**src/rtl/instr_fetch_ctrl_pkg.sv**
```systemverilog
// Shared types and constants for the instruction fetch controller.
package fetch_pkg;

  localparam int unsigned XLEN = 32;
  localparam logic [31:0] NOP_INSTR = 32'h0000_0013;  // addi x0,x0,0

  typedef enum logic [2:0] {
    ST_IDLE,
    ST_REQ,
    ST_WAIT,
    ST_DONE,
    ST_DRAIN
  } fetch_state_t;

endpackage

```
**src/rtl/instr_fetch_ctrl_if.sv**
```systemverilog
// Instruction memory req/gnt + rvalid bus; master is the fetch controller.
interface instr_fetch_ctrl_if #(
  parameter int unsigned XLEN = fetch_pkg::XLEN
);

  logic            imem_req;
  logic [XLEN-1:0] imem_addr;
  logic            imem_gnt;
  logic            imem_rvalid;
  logic [XLEN-1:0] imem_rdata;

  modport master (
    output imem_req,
    output imem_addr,
    input  imem_gnt,
    input  imem_rvalid,
    input  imem_rdata
  );

  modport slave (
    input  imem_req,
    input  imem_addr,
    output imem_gnt,
    output imem_rvalid,
    output imem_rdata
  );

endinterface

```
**src/rtl/instr_fetch_ctrl_timeout_ctr.sv**
```systemverilog
// Response timeout counter: clear/enable, saturates at TIMEOUT-1, flags expiry.
module fetch_timeout_ctr #(
  parameter int unsigned TIMEOUT = 16
) (
  input  logic clk,
  input  logic rst_n,
  input  logic clr,
  input  logic en,
  output logic expired_c
);

  localparam int unsigned CW = (TIMEOUT > 1) ? $clog2(TIMEOUT) : 1;

  logic [CW-1:0] count;

  assign expired_c = (count == CW'(TIMEOUT - 1));

  // Count cycles spent waiting for a response.
  always_ff @(posedge clk or negedge rst_n) begin
    if (!rst_n) begin
      count <= '0;
    end else if (clr) begin
      count <= '0;
    end else if (en && !expired_c) begin
      count <= count + CW'(1);
    end
  end

endmodule

```
**src/rtl/instr_fetch_ctrl.sv**
```systemverilog
// Fetch stage: issues one instruction memory read at a time, holds the word
// until acknowledged, drains abandoned responses after a flush.
// Optional build macro: INSTR_ALIGN_CHECK_EN (reject pc[1:0]!=0 without a bus access).
module instr_fetch_ctrl #(
  parameter int unsigned     XLEN      = fetch_pkg::XLEN,
  parameter int unsigned     TIMEOUT   = 16,
  parameter logic [XLEN-1:0] NOP_INSTR = XLEN'(fetch_pkg::NOP_INSTR)
) (
  input  logic                clk,
  input  logic                rst_n,
  input  logic [XLEN-1:0]     pc,
  input  logic                fetch_req,
  input  logic                flush,
  input  logic                instr_ack,
  instr_fetch_ctrl_if.master  imem,
  output logic [XLEN-1:0]     instr,
  output logic [XLEN-1:0]     instr_pc,
  output logic                instr_valid,
  output logic                fetch_err,
`ifdef INSTR_ALIGN_CHECK_EN
  output logic                instr_misalign,
`endif
  output logic                stall
);

  import fetch_pkg::*;

  fetch_state_t state;
  logic         take_fetch;
  logic         pc_misaligned;
  logic         tmo_clr;
  logic         tmo_en;
  logic         tmo_expired;

`ifdef INSTR_ALIGN_CHECK_EN
  assign pc_misaligned = (pc[1:0] != 2'b00);
`else
  assign pc_misaligned = 1'b0;
`endif

  // fetch_req is only honoured from IDLE, or from DONE together with the ack.
  assign take_fetch = fetch_req && !flush &&
                      ((state == ST_IDLE) || ((state == ST_DONE) && instr_ack));

  assign stall = (state == ST_REQ) || (state == ST_WAIT) || (state == ST_DRAIN);

  // Counter runs in WAIT/DRAIN; restarts when WAIT hands over to DRAIN.
  assign tmo_en  = (state == ST_WAIT) || (state == ST_DRAIN);
  assign tmo_clr = !tmo_en || ((state == ST_WAIT) && flush && !imem.imem_rvalid);

  fetch_timeout_ctr #(.TIMEOUT(TIMEOUT)) u_tmo (
    .clk       (clk),
    .rst_n     (rst_n),
    .clr       (tmo_clr),
    .en        (tmo_en),
    .expired_c (tmo_expired)
  );

  // Fetch FSM with registered bus and instruction outputs.
  always_ff @(posedge clk or negedge rst_n) begin
    if (!rst_n) begin
      state          <= ST_IDLE;
      imem.imem_req  <= 1'b0;
      imem.imem_addr <= '0;
      instr          <= NOP_INSTR;
      instr_pc       <= '0;
      instr_valid    <= 1'b0;
      fetch_err      <= 1'b0;
`ifdef INSTR_ALIGN_CHECK_EN
      instr_misalign <= 1'b0;
`endif
    end else if (take_fetch) begin
      fetch_err   <= 1'b0;
      instr_valid <= pc_misaligned;
`ifdef INSTR_ALIGN_CHECK_EN
      instr_misalign <= pc_misaligned;
`endif
      if (pc_misaligned) begin
        state    <= ST_DONE;
        instr    <= NOP_INSTR;
        instr_pc <= pc;
      end else begin
        state          <= ST_REQ;
        imem.imem_req  <= 1'b1;
        imem.imem_addr <= pc;
      end
    end else begin
      unique case (state)
        ST_IDLE: ;
        ST_REQ: begin
          if (imem.imem_gnt) begin
            imem.imem_req <= 1'b0;
            state         <= flush ? ST_DRAIN : ST_WAIT;
          end else if (flush) begin
            imem.imem_req <= 1'b0;
            state         <= ST_IDLE;
          end
        end
        ST_WAIT: begin
          if (flush) begin
            state <= imem.imem_rvalid ? ST_IDLE : ST_DRAIN;
          end else if (imem.imem_rvalid) begin
            state       <= ST_DONE;
            instr       <= imem.imem_rdata;
            instr_pc    <= imem.imem_addr;
            instr_valid <= 1'b1;
            fetch_err   <= 1'b0;
          end else if (tmo_expired) begin
            state       <= ST_DONE;
            instr       <= NOP_INSTR;
            instr_pc    <= imem.imem_addr;
            instr_valid <= 1'b1;
            fetch_err   <= 1'b1;
          end
        end
        ST_DONE: begin
          if (flush || instr_ack) begin
            state       <= ST_IDLE;
            instr_valid <= 1'b0;
            fetch_err   <= 1'b0;
`ifdef INSTR_ALIGN_CHECK_EN
            instr_misalign <= 1'b0;
`endif
          end
        end
        ST_DRAIN: begin
          if (imem.imem_rvalid || tmo_expired) begin
            state <= ST_IDLE;
          end
        end
        default: state <= ST_IDLE;
      endcase
    end
  end

endmodule

```
**src/flat_wrapper.sv**
```systemverilog
// flat-port wrapper written by rule: the top's interface ports become plain ports
module instr_fetch_ctrl_flat import fetch_pkg::*;
#(
  parameter int unsigned     XLEN      = fetch_pkg::XLEN,
  parameter int unsigned     TIMEOUT   = 16,
  parameter logic [XLEN-1:0] NOP_INSTR = XLEN'(fetch_pkg::NOP_INSTR)
)
  (clk, rst_n, pc, fetch_req, flush, instr_ack, instr, instr_pc, instr_valid, fetch_err, stall, imem_imem_req, imem_imem_addr, imem_imem_gnt, imem_imem_rvalid, imem_imem_rdata);
  instr_fetch_ctrl_if #(.XLEN(XLEN)) imem_i ();
  input  logic clk;
  input  logic rst_n;
  input  logic [XLEN-1:0] pc;
  input  logic fetch_req;
  input  logic flush;
  input  logic instr_ack;
  output logic [XLEN-1:0] instr;
  output logic [XLEN-1:0] instr_pc;
  output logic instr_valid;
  output logic fetch_err;
  output logic stall;
  output wire logic [$bits(imem_i.imem_req)-1:0] imem_imem_req;
  output wire logic [$bits(imem_i.imem_addr)-1:0] imem_imem_addr;
  input wire logic [$bits(imem_i.imem_gnt)-1:0] imem_imem_gnt;
  input wire logic [$bits(imem_i.imem_rvalid)-1:0] imem_imem_rvalid;
  input wire logic [$bits(imem_i.imem_rdata)-1:0] imem_imem_rdata;
  assign imem_imem_req = imem_i.imem_req;
  assign imem_imem_addr = imem_i.imem_addr;
  assign imem_i.imem_gnt = imem_imem_gnt;
  assign imem_i.imem_rvalid = imem_imem_rvalid;
  assign imem_i.imem_rdata = imem_imem_rdata;
  instr_fetch_ctrl #(.XLEN(XLEN), .TIMEOUT(TIMEOUT), .NOP_INSTR(NOP_INSTR)) u_core (.clk(clk), .rst_n(rst_n), .pc(pc), .fetch_req(fetch_req), .flush(flush), .instr_ack(instr_ack), .imem(imem_i), .instr(instr), .instr_pc(instr_pc), .instr_valid(instr_valid), .fetch_err(fetch_err), .stall(stall));
endmodule
```
**config.mk**
```make
export PLATFORM = sky130hd
export DESIGN_NAME = instr_fetch_ctrl_flat
export DESIGN_NICKNAME = d
export VERILOG_FILES = /design/src/rtl/instr_fetch_ctrl_pkg.sv /design/src/rtl/instr_fetch_ctrl_if.sv /design/src/rtl/instr_fetch_ctrl_timeout_ctr.sv /design/src/rtl/instr_fetch_ctrl.sv /design/src/flat_wrapper.sv
export SDC_FILE = /design/constraint.sdc
export NUM_CORES = 1
export LEC_CHECK = 0
export ABC_AREA = 1
export CORE_ASPECT_RATIO = 1.75
export CORE_MARGIN = 3
export CORE_UTILIZATION = 47
export DETAILED_ROUTE_END_ITERATION = 7
export GPL_ROUTABILITY_DRIVEN = 0
export PLACE_DENSITY = 0.95
export SLEW_MARGIN = 20
export SYNTH_ARGS = -nofsm -noshare
export SYNTH_HDL_FRONTEND = slang
export SYNTH_SLANG_ARGS = --single-unit
```
**constraint.sdc**
```tcl
create_clock -name clk -period 3.3 [get_ports clk]
set_clock_uncertainty 0.05 [all_clocks]
set_input_delay 0.66 -clock clk [delete_from_list [all_inputs] [get_ports clk]]
set_output_delay 0.66 -clock clk [all_outputs]
set_load 0.02 [all_outputs]
```
==> results of run 1 <==
==> routing by layer <==
layer  GRT usage, %  vias up  wire length (um)
li1               -     1627                 -
met1           24.0     1717              3970
met2           40.7      165              6310
met3           7.05       47               741
met4           12.5        0               632
met5              0        -                 0
==> critical path: stages, from the launching register on <==
cell             delay (ns)
dfrtp_1                0.49
nor3_1                 0.40
inv_1                  0.08
nand3_1                0.09
clkdlybuf4s50_1        0.61
==> logic make-up after synthesis <==
kind of cell | Yosys count | synth area share (%)
simple gates | 118 | 11.8
compound gates | 106 | 17.6
flops | 106 | 62.5
buf+inv | 62 | 7.68
xor+xnor | 1 | 0.206
fa+ha+maj | 1 | 0.294
==> layout make-up <==
class                      count  area (um^2)
multi-input combinational    226         1280
clock buffer                  10          229
tap                          117          146
timing repair buffer         173         1750
sequential                   106         2660
clock inverter                 6         41.3
inverter                      41          154
fill                         625         2480
==> how the worst min path moves through the flow <==
| stage | start | cells past startpoint | slack, ns | to |
|---|---|---|---|---|
| detailed placement | u_core.instr_pc[4] | 2 | 0.42 | u_core.instr_pc[4] |
| finish | rst_n | 1 | 0.29 | u_core.instr_pc[7] |
| CTS | rst_n | 1 | 0.31 | u_core.instr_pc[5] |
| global route | rst_n | 1 | 0.34 | u_core.instr_pc[10] |
| floorplan | rst_n | 0 | 0.31 | u_core.fetch_err |
| global placement | u_core.instr_valid | 2 | 0.41 | u_core.instr_valid |
==> cells in the mapped netlist <==
master / number / area share [%]
dfrtp_1: 103 / 61
nand2_1: 59 / 5.2
inv_1: 38 / 3.4
nor2_1: 38 / 3.4
a21oi_1: 35 / 4.1
a22o_1: 29 / 6.0
o21ai_2: 23 / 4.7
buf_2: 9 / 1.1
buf_6: 9 / 2.4
o21ai_1: 9 / 1.1
nand3_1: 7 / 0.82
nand4_1: 4 / 0.59
dfstp_2: 3 / 1.9
inv_2: 3 / 0.26
nand2_2: 3 / 0.44
nor2_4: 3 / 0.79
nor3_1: 3 / 0.35
o21ai_0: 3 / 0.35
o22a_1: 3 / 0.62
a21o_1: 1 / 0.18
buf_4: 1 / 0.18
buf_8: 1 / 0.35
clkbuf_1: 1 / 0.088
ha_1: 1 / 0.29
nand3_2: 1 / 0.24
o211ai_1: 1 / 0.18
o221ai_1: 1 / 0.21
o22ai_1: 1 / 0.15
xnor2_1: 1 / 0.21
==> through the flow <==
stage,setup slack (ns),power [uW]
floorplan,1.55,3760
global route,0.408,6520
finish,0.578,6200
detailed placement,0.695,5230
global placement,0.865,5100
CTS,0.566,6240
==> power groups by stage <==
stage	Combinational [uW]	Sequential (uW)	Clock [uW]
6_report	3010	2200	982
3_3_place_gp	2920	2180	0
4_1_cts	3040	2200	1000
3_5_place_dp	3020	2220	0
5_1_grt	3210	2260	1050
2_1_floorplan	922	2840	0
==> registers in the layout, indices dropped and copies added, names as in the netlist <==
signal and flops:
u_core.state 3, u_core.u_tmo.count 4, u_core.fetch_err 1, u_core.imem.imem_req 1, u_core.instr 32, u_core.instr_valid 1, u_core.imem.imem_addr 32, u_core.instr_pc 32
==> reports/results.ini, run 1 <==
[logic_synthesis]
yosysWarnings = 0
avgSynthCellArea_um2 = 10.8
syn_nets = 466
synthCells = 394
synth_seq_cells = 106
ys_seq_area_share_pct = 62.5
synth_cell_types = 29
syn-cell-area_mm2 = 0.00425

[pwr]
comb_power_share_pct = 48.6
power.density_mw_per_mm2 = 992
p_sw_share_pct = 39.1
leakage_uw = 0.00292
seq_power_share_pct = 35.5
p_clk_share_pct = 15.8
p_int_uw = 3770
ir_drop_v = 0.000558
p_sw_uw = 2430

[worst_setup_path]
crit_path_start = u_core.state[0]
worst_ep_arrival_time_ns = 2.01
cp-end-kind = primary output
crit_required_ns = 2.59
regToRegEndpoint = u_core.instr_pc[18]
r2r-start = u_core.u_tmo.count[0]
regToRegSetupSlack_ns = 1.22
crit_end = stall
cp_max_fo = 8
reg2reg_depth = 7
cp-start-kind = flip-flop
setup.worst_path.class = flip-flop to primary output

[timing]
min_period_ns = 2.72
final_hold_viol_count = 0
max_freq_ghz = 0.367
finalSetupTns_ns = 0
drv_slew = 0
rsz0062_at_grt = false
worst_pin_slew_ns = 0.676
whs_ns = 0.290
setup_viol = 0
finalCritPeriodShare_pct = 82.5
slew_headroom_pct = 54.8

[hold_path]
hp-class = input port to async pin

[global_routing]
grtUsageTotal_pct = 23.1
grt_max_degree = 65
grt_pass1_wl_um = 18500
grt_remaining_overflow = 0
antenna_found_initial = 0
grt_pass1_vias = 3699

[cts]
clock_latency_ns = 0.35
clock-sinks = 106
cts_tree = done
htree_num_levels = 3
numCtsBuffers = 9
clockBufferDepth = 2
post-cts-setup-buffer-count = 0
cts-hold-fix-buffers = 0
root_buffer = clkbuf_16
ctsResizeCount = 0
clkTransAtPathRegs_ns = 0.08

[detailed_routing]
wire_per_inst_um = 17.2
drc = 0
drt_pass1_iterations = 4
vias_per_cell = 5.24
ant_nets = 0
first_iter_violations = 214
vias = 3556
routed_wirelength_um = 11700

[finish]
layout_commonest_cell = clkdlybuf4s50_1
final_nets = 629
fin_cells = 679
antenna_cells = 0
drive_gt1_share_pct = 9.96
fin_util_pct = 71.6
area_delta_synth_final_pct = 47.0
fin_area_mm2 = 0.00625
final_cell_mix = 169 x clkdlybuf4s50_1, 103 x dfrtp_1, 58 x nand2_1

[outcome]
status = complete, no violations

[placed_design]
placed_cells = 663
place.port_buffers = 170
hpwlAfterDp_um = 8590
dpl_cell_area_mm2 = 0.00598

[floorplan]
die_w_um = 77.9
initial_core_util_pct = 48.7
dieArea_mm2 = 0.0103
io_pins = 171
fp.dieH_um = 132
core_mm2 = 0.00873
rows = 45

[job]
drv_cap = 0

Power figures use the tool's default switching activity.
==> run 2, diff against run 1 <==
- CORE_UTILIZATION: 47 -> 39
- PLACE_DENSITY: 0.95 -> 0.85
- clock period: 3.3 -> 2.3 ns (I/O delays scaled with it)
==> run 2 against run 1 <==
Setup slack worse by 0.38 ns. Power up 45%. Largest cell class unchanged. Global-route usage shrank 4.3 points. Sequential share of layout area decreased by 0.73 points. Critical endpoint unchanged. Clock power increased by 58%.
==> reports/results.ini, run 2 (synthesized netlist as in run 1, its figures left out) <==
[floorplan]
initial_core_util_pct = 40.6  ; was 48.7%
core_mm2 = 0.0105  ; was 0.00873 mm^2
fp.dieH_um = 144  ; was 132 um
rows = 49  ; was 45
dieArea_mm2 = 0.0122  ; was 0.0103 mm^2
io_pins = 171  ; unchanged
die_w_um = 84.9  ; was 77.9 um

[pwr]
ir_drop_v = 0.000786  ; was 0.000558 V
power.density_mw_per_mm2 = 1420  ; was 992 mW/mm^2
leakage_uw = 0.00297  ; was 0.00292 uW

[finish]
area_delta_synth_final_pct = 49.5  ; was 47.0%
fin_area_mm2 = 0.00636  ; was 0.00625 mm^2
final_nets = 634  ; was 629
final_cell_mix = 168 x clkdlybuf4s50_1, 103 x dfrtp_1, 58 x nand2_1  ; was 169 x clkdlybuf4s50_1, 103 x dfrtp_1, 58 x nand2_1
drive_gt1_share_pct = 10.8  ; was 9.96%
fin_cells = 694  ; was 679
antenna_cells = 0  ; unchanged
top_regs = u_core.imem.imem_addr: 32 flops, u_core.instr: 32 flops, u_core.instr_pc: 32 flops  ; unchanged
layout_commonest_cell = clkdlybuf4s50_1  ; unchanged
final.fill_count = 835  ; was 625

[global_routing]
grt_util_met1_pct = 20.5  ; was 24.0%
grt_pass1_wl_um = 18200  ; was 18500 um
grt_max_degree = 66  ; was 65
grt_pass1_vias = 3655  ; was 3699
gr-usage-met3_pct = 4.33  ; was 7.05%
met2_usage_pct = 34.1  ; was 40.7%
grt_remaining_overflow = 0  ; unchanged
busiest_layer = met2  ; unchanged
antenna_found_initial = 0  ; unchanged
grtUsageTotal_pct = 18.8  ; was 23.1%

[worst_setup_path]
cp-end-kind = primary output  ; unchanged
crit_chain = nor3_1 > inv_1 > nand3_1 > dlygate4sd2_1  ; was nor3_1 > inv_1 > nand3_1 > clkdlybuf4s50_1
cp-start-kind = flip-flop  ; unchanged
crit_slowest_cell = dfrtp_1  ; was clkdlybuf4s50_1
cp_slowest_stage_delay_ns = 0.50  ; was 0.61 ns
setup.worst_path.class = flip-flop to primary output  ; unchanged
crit_required_ns = 1.79  ; was 2.59 ns
cp_max_fo = 8  ; unchanged
critPathBufInv = 2  ; unchanged
worst_ep_arrival_time_ns = 1.59  ; was 2.01 ns
cp_top_family = flip-flops  ; was buffers and inverters

[timing]
setup_viol = 0  ; unchanged
finalSetupTns_ns = 0  ; unchanged
final_hold_viol_count = 0  ; unchanged
min_period_ns = 2.10
finalCritPeriodShare_pct = 91.2
drv_slew = 0  ; unchanged
max_freq_ghz = 0.477
rsz0062_at_grt = false  ; unchanged
slew_headroom_pct = 56.6  ; was 54.8%
worst_pin_slew_ns = 0.650  ; was 0.676 ns
whs_ns = 0.0420  ; was 0.290 ns

[cts]
clockBufferDepth = 2  ; unchanged
clkTransAtPathRegs_ns = 0.07  ; was 0.08 ns
cts_tree = done  ; unchanged
root_buffer = clkbuf_16  ; unchanged
htree_num_levels = 3  ; unchanged
clock_latency_ns = 0.33  ; was 0.35 ns
clock-sinks = 106  ; unchanged
post-cts-setup-buffer-count = 0  ; unchanged
numCtsBuffers = 9  ; unchanged

[detailed_routing]
vias_per_cell = 4.90  ; was 5.24
wire_per_inst_um = 16.0  ; was 17.2 um
routed_wirelength_um = 11100  ; was 11700 um
drt_pass1_iterations = 5  ; was 4
ant_nets = 0  ; unchanged
first_iter_violations = 147  ; was 214
vias = 3401  ; was 3556
drc = 0  ; unchanged

[placed_design]
place.port_buffers = 170  ; unchanged
hpwlAfterDp_um = 8510  ; was 8590 um
placed_cells = 678  ; was 663
dpl_cell_area_mm2 = 0.00606  ; was 0.00598 mm^2

[job]
drv_cap = 0  ; unchanged

[hold_path]
hp-class = input port to async pin  ; unchanged

[outcome]
status = complete, no violations  ; unchanged

## run 2: metal layers
layer / share of wire, % / vias to the layer above
li1: - / 1639
met1: 36 / 1606
met2: 55 / 134
met3: 6.0 / 22
met4: 3.4 / 0
met5: 0 / -
## run 2: path summary, 6_finish.rpt
path | startpoint | cells after the start | endpoint | slack [ns]
setup / recovery | u_core.state[0] | 4 | stall | 0.20
hold / removal | rst_n | 1 | u_core.instr_pc[5] | 0.04
setup reg to reg | u_core.u_tmo.count[0] | 7 | u_core.instr_pc[11] | 0.43
hold reg to reg | u_core.fetch_err | 2 | u_core.fetch_err | 0.43
max in group asynchronous | rst_n | 2 | u_core.instr[1] | 1.48
min in group clk | u_core.fetch_err | 2 | u_core.fetch_err | 0.43
## run 2: where the power goes
group          internal [uW]  total [uW]  switching, uW
Sequential              2680        3130            458
Combinational           2020        4320           2300
Clock                    881        1550            670
Total                   5580        9000           3420
## run 2: cell type report
class	instances	area (um^2)	share of cell area (%)
repair buffers	178	1810	28.4
clock inverters	5	62.6	0.984
multi-input cells	226	1280	20.1
flip-flops and latches	106	2660	41.8
well taps	127	159	2.50
clock buffers	11	243	3.82
inverters	41	154	2.42
## run 2: through the flow
step                worst slack, ns  utilization (%)  power [uW]
finish                        0.202             60.7        9000
global route                  0.102             60.7        9540
CTS                           0.201             60.7        9110
detailed placement            0.139             57.8        7540
global placement              0.196             57.8        7380
floorplan                     0.752                -        5390
## run 2: what timing repair did
item / 4_1_cts / 5_1_grt
hold buffers: 0 / 0
endpoints found under the setup margin: 1 / 0
resized for setup: 1 / 0
==> run 3, diff against run 2 <==
- CELL_PAD_IN_SITES_DETAIL_PLACEMENT: not set -> 1
- CELL_PAD_IN_SITES_GLOBAL_PLACEMENT: not set -> 1
- CORE_UTILIZATION: 39 -> 29
==> run 3 against run 2 <==
Critical path depth unchanged. Non-clock buffer count down 1. Power up 1.7%. Sequential power about the same. Global-route usage down 2.4 points. Hold slack better by 0.035 ns. Wire length up 17%. Clock power up 4%. Critical endpoint unchanged.
==> reports/results.ini, run 3 (synthesized netlist as in run 1, its figures left out) <==
[finish]
top_regs = u_core.imem.imem_addr: 32 flops, u_core.instr: 32 flops, u_core.instr_pc: 32 flops  ; unchanged
final_cell_mix = 168 x clkdlybuf4s50_1, 102 x dfrtp_1, 58 x nand2_1  ; was 168 x clkdlybuf4s50_1, 103 x dfrtp_1, 58 x nand2_1
final_nets = 633  ; was 634
drive_gt1_share_pct = 11.0  ; was 10.8%
area_delta_synth_final_pct = 51.0  ; was 49.5%
antenna_cells = 0  ; unchanged
fin_area_mm2 = 0.00642  ; was 0.00636 mm^2
layout_commonest_cell = clkdlybuf4s50_1  ; unchanged

[cts]
cts-hold-fix-buffers = 0  ; unchanged
clkTransAtPathRegs_ns = 0.08  ; was 0.07 ns
clock-sinks = 106  ; unchanged
numCtsBuffers = 9  ; unchanged
htree_num_levels = 3  ; unchanged
clock_latency_ns = 0.34  ; was 0.33 ns
root_buffer = clkbuf_16  ; unchanged
clockBufferDepth = 2  ; unchanged
cts_tree = done  ; unchanged

[worst_setup_path]
regToRegEndpoint = u_core.instr[0]  ; was u_core.instr_pc[11]
setup.worst_path.class = flip-flop to primary output  ; unchanged
cp-start-kind = flip-flop  ; unchanged
cp-end-kind = primary output  ; unchanged
cp_max_fo = 7  ; was 8
regToRegSetupSlack_ns = 0.51  ; was 0.43 ns
crit_required_ns = 1.79  ; about the same
r2r-start = u_core.u_tmo.count[0]  ; unchanged
reg2reg_depth = 7  ; unchanged
worst_ep_arrival_time_ns = 1.60  ; was 1.59 ns

[global_routing]
grt_pass1_wl_um = 21200  ; was 18200 um
antenna_found_initial = 0  ; unchanged
grt_max_degree = 107  ; was 66
grt_pass1_vias = 4034  ; was 3655
grt_remaining_overflow = 0  ; unchanged
grtUsageTotal_pct = 16.4  ; was 18.8%

[hold_path]
hp-class = input port to async pin  ; unchanged

[timing]
min_period_ns = 2.11  ; was 2.10 ns
max_freq_ghz = 0.474  ; was 0.477 GHz
worst_pin_slew_ns = 0.671  ; was 0.650 ns
rsz0062_at_grt = false  ; unchanged
slew_headroom_pct = 55.1  ; was 56.6%
finalCritPeriodShare_pct = 91.8  ; was 91.2%
setup_viol = 0  ; unchanged
drv_slew = 0  ; unchanged
final_hold_viol_count = 0  ; unchanged
finalSetupTns_ns = 0  ; unchanged

[pwr]
power.density_mw_per_mm2 = 1430  ; was 1420 mW/mm^2
ir_drop_v = 0.000587  ; was 0.000786 V
leakage_uw = 0.00297  ; about the same

[floorplan]
dieArea_mm2 = 0.0162  ; was 0.0122 mm^2
io_pins = 171  ; unchanged
initial_core_util_pct = 29.6  ; was 40.6%
fp.dieH_um = 166  ; was 144 um
die_w_um = 97.5  ; was 84.9 um
rows = 58  ; was 49
core_mm2 = 0.0144  ; was 0.0105 mm^2

[detailed_routing]
routed.top_layer = met4  ; unchanged
drc = 0  ; unchanged
wl_met3_um = 580  ; was 664 um
vias_per_cell = 4.74  ; was 4.90
drt_pass1_iterations = 4  ; was 5
vias = 3535  ; was 3401
m1WireLength_um = 4630  ; was 3980 um
ant_nets = 0  ; unchanged
routed_wirelength_um = 13000  ; was 11100 um
first_iter_violations = 81  ; was 147
wl_met2_um = 7460  ; was 6110 um
wire_per_inst_um = 17.5  ; was 16.0 um

[job]
drv_cap = 0  ; unchanged

[outcome]
status = complete, no violations  ; unchanged

[placed_design]
place.port_buffers = 170  ; unchanged
hpwlAfterDp_um = 9750  ; was 8510 um
dpl_cell_area_mm2 = 0.00611  ; was 0.00606 mm^2

run 3: stage by stage:
stage | util [%] | total power [uW] | hold slack (ns) | std cells | setup slack [ns]
floorplan | - | 5390 | 0.114 | 394 | 0.752
global placement | 42.6 | 7430 | 0.410 | 730 | 0.240
detailed placement | 42.6 | 7650 | 0.418 | 730 | 0.118
CTS | 44.7 | 9310 | 0.154 | 746 | 0.178
global route | 44.7 | 9720 | 0.146 | 746 | 0.110
finish | 44.7 | 9160 | 0.0773 | 746 | 0.189
run 3: power by group:
part           leakage [uW]  total [uW]  internal, uW  switching, uW
combinational       0.00155        4380          2030           2360
sequential          0.00127        3160          2680            484
clock              0.000155        1610           871            742
total               0.00297        9160          5580           3580
run 3: how the worst max path moves through the flow:
stage,startpoint,to,slack (ns),cells after the start
3_5_place_dp,flush,u_core.instr[5],0.12,5
4_1_cts,u_core.state[1],stall,0.18,4
6_report,u_core.state[1],stall,0.19,4
5_1_grt,u_core.state[1],stall,0.11,4
2_1_floorplan,u_core.state[0],stall,0.75,4
3_3_place_gp,flush,u_core.instr[3],0.24,5
run 3: cell type report:
class / count / area, um^2
clock buffer: 9 / 225
clock inverter: 7 / 83.8
fill: 1600 / 7950
inverter: 41 / 154
multi-input combinational: 226 / 1280
sequential: 106 / 2660
tap: 180 / 225
timing repair buffer: 177 / 1800
run 3: what timing repair did:
action / CTS / global route
buffers inserted: 0 / 0
resized for setup: 2 / 0
setup endpoints to repair: 1 / 0
run 3: critical path: stages, from the launching register on:
cell	delay [ns]
dfrtp_1	0.47
inv_1	0.13
nand3_1	0.18
nand3_1	0.14
dlygate4sd2_1	0.34
run 3: metal layers:
metal | vias to the layer above | global-route usage [%]
met1 | 1768 | 16.9
li1 | 1640 | -
met5 | - | 0
met3 | 22 | 3.07
met4 | 0 | 6.99
met2 | 105 | 31.5
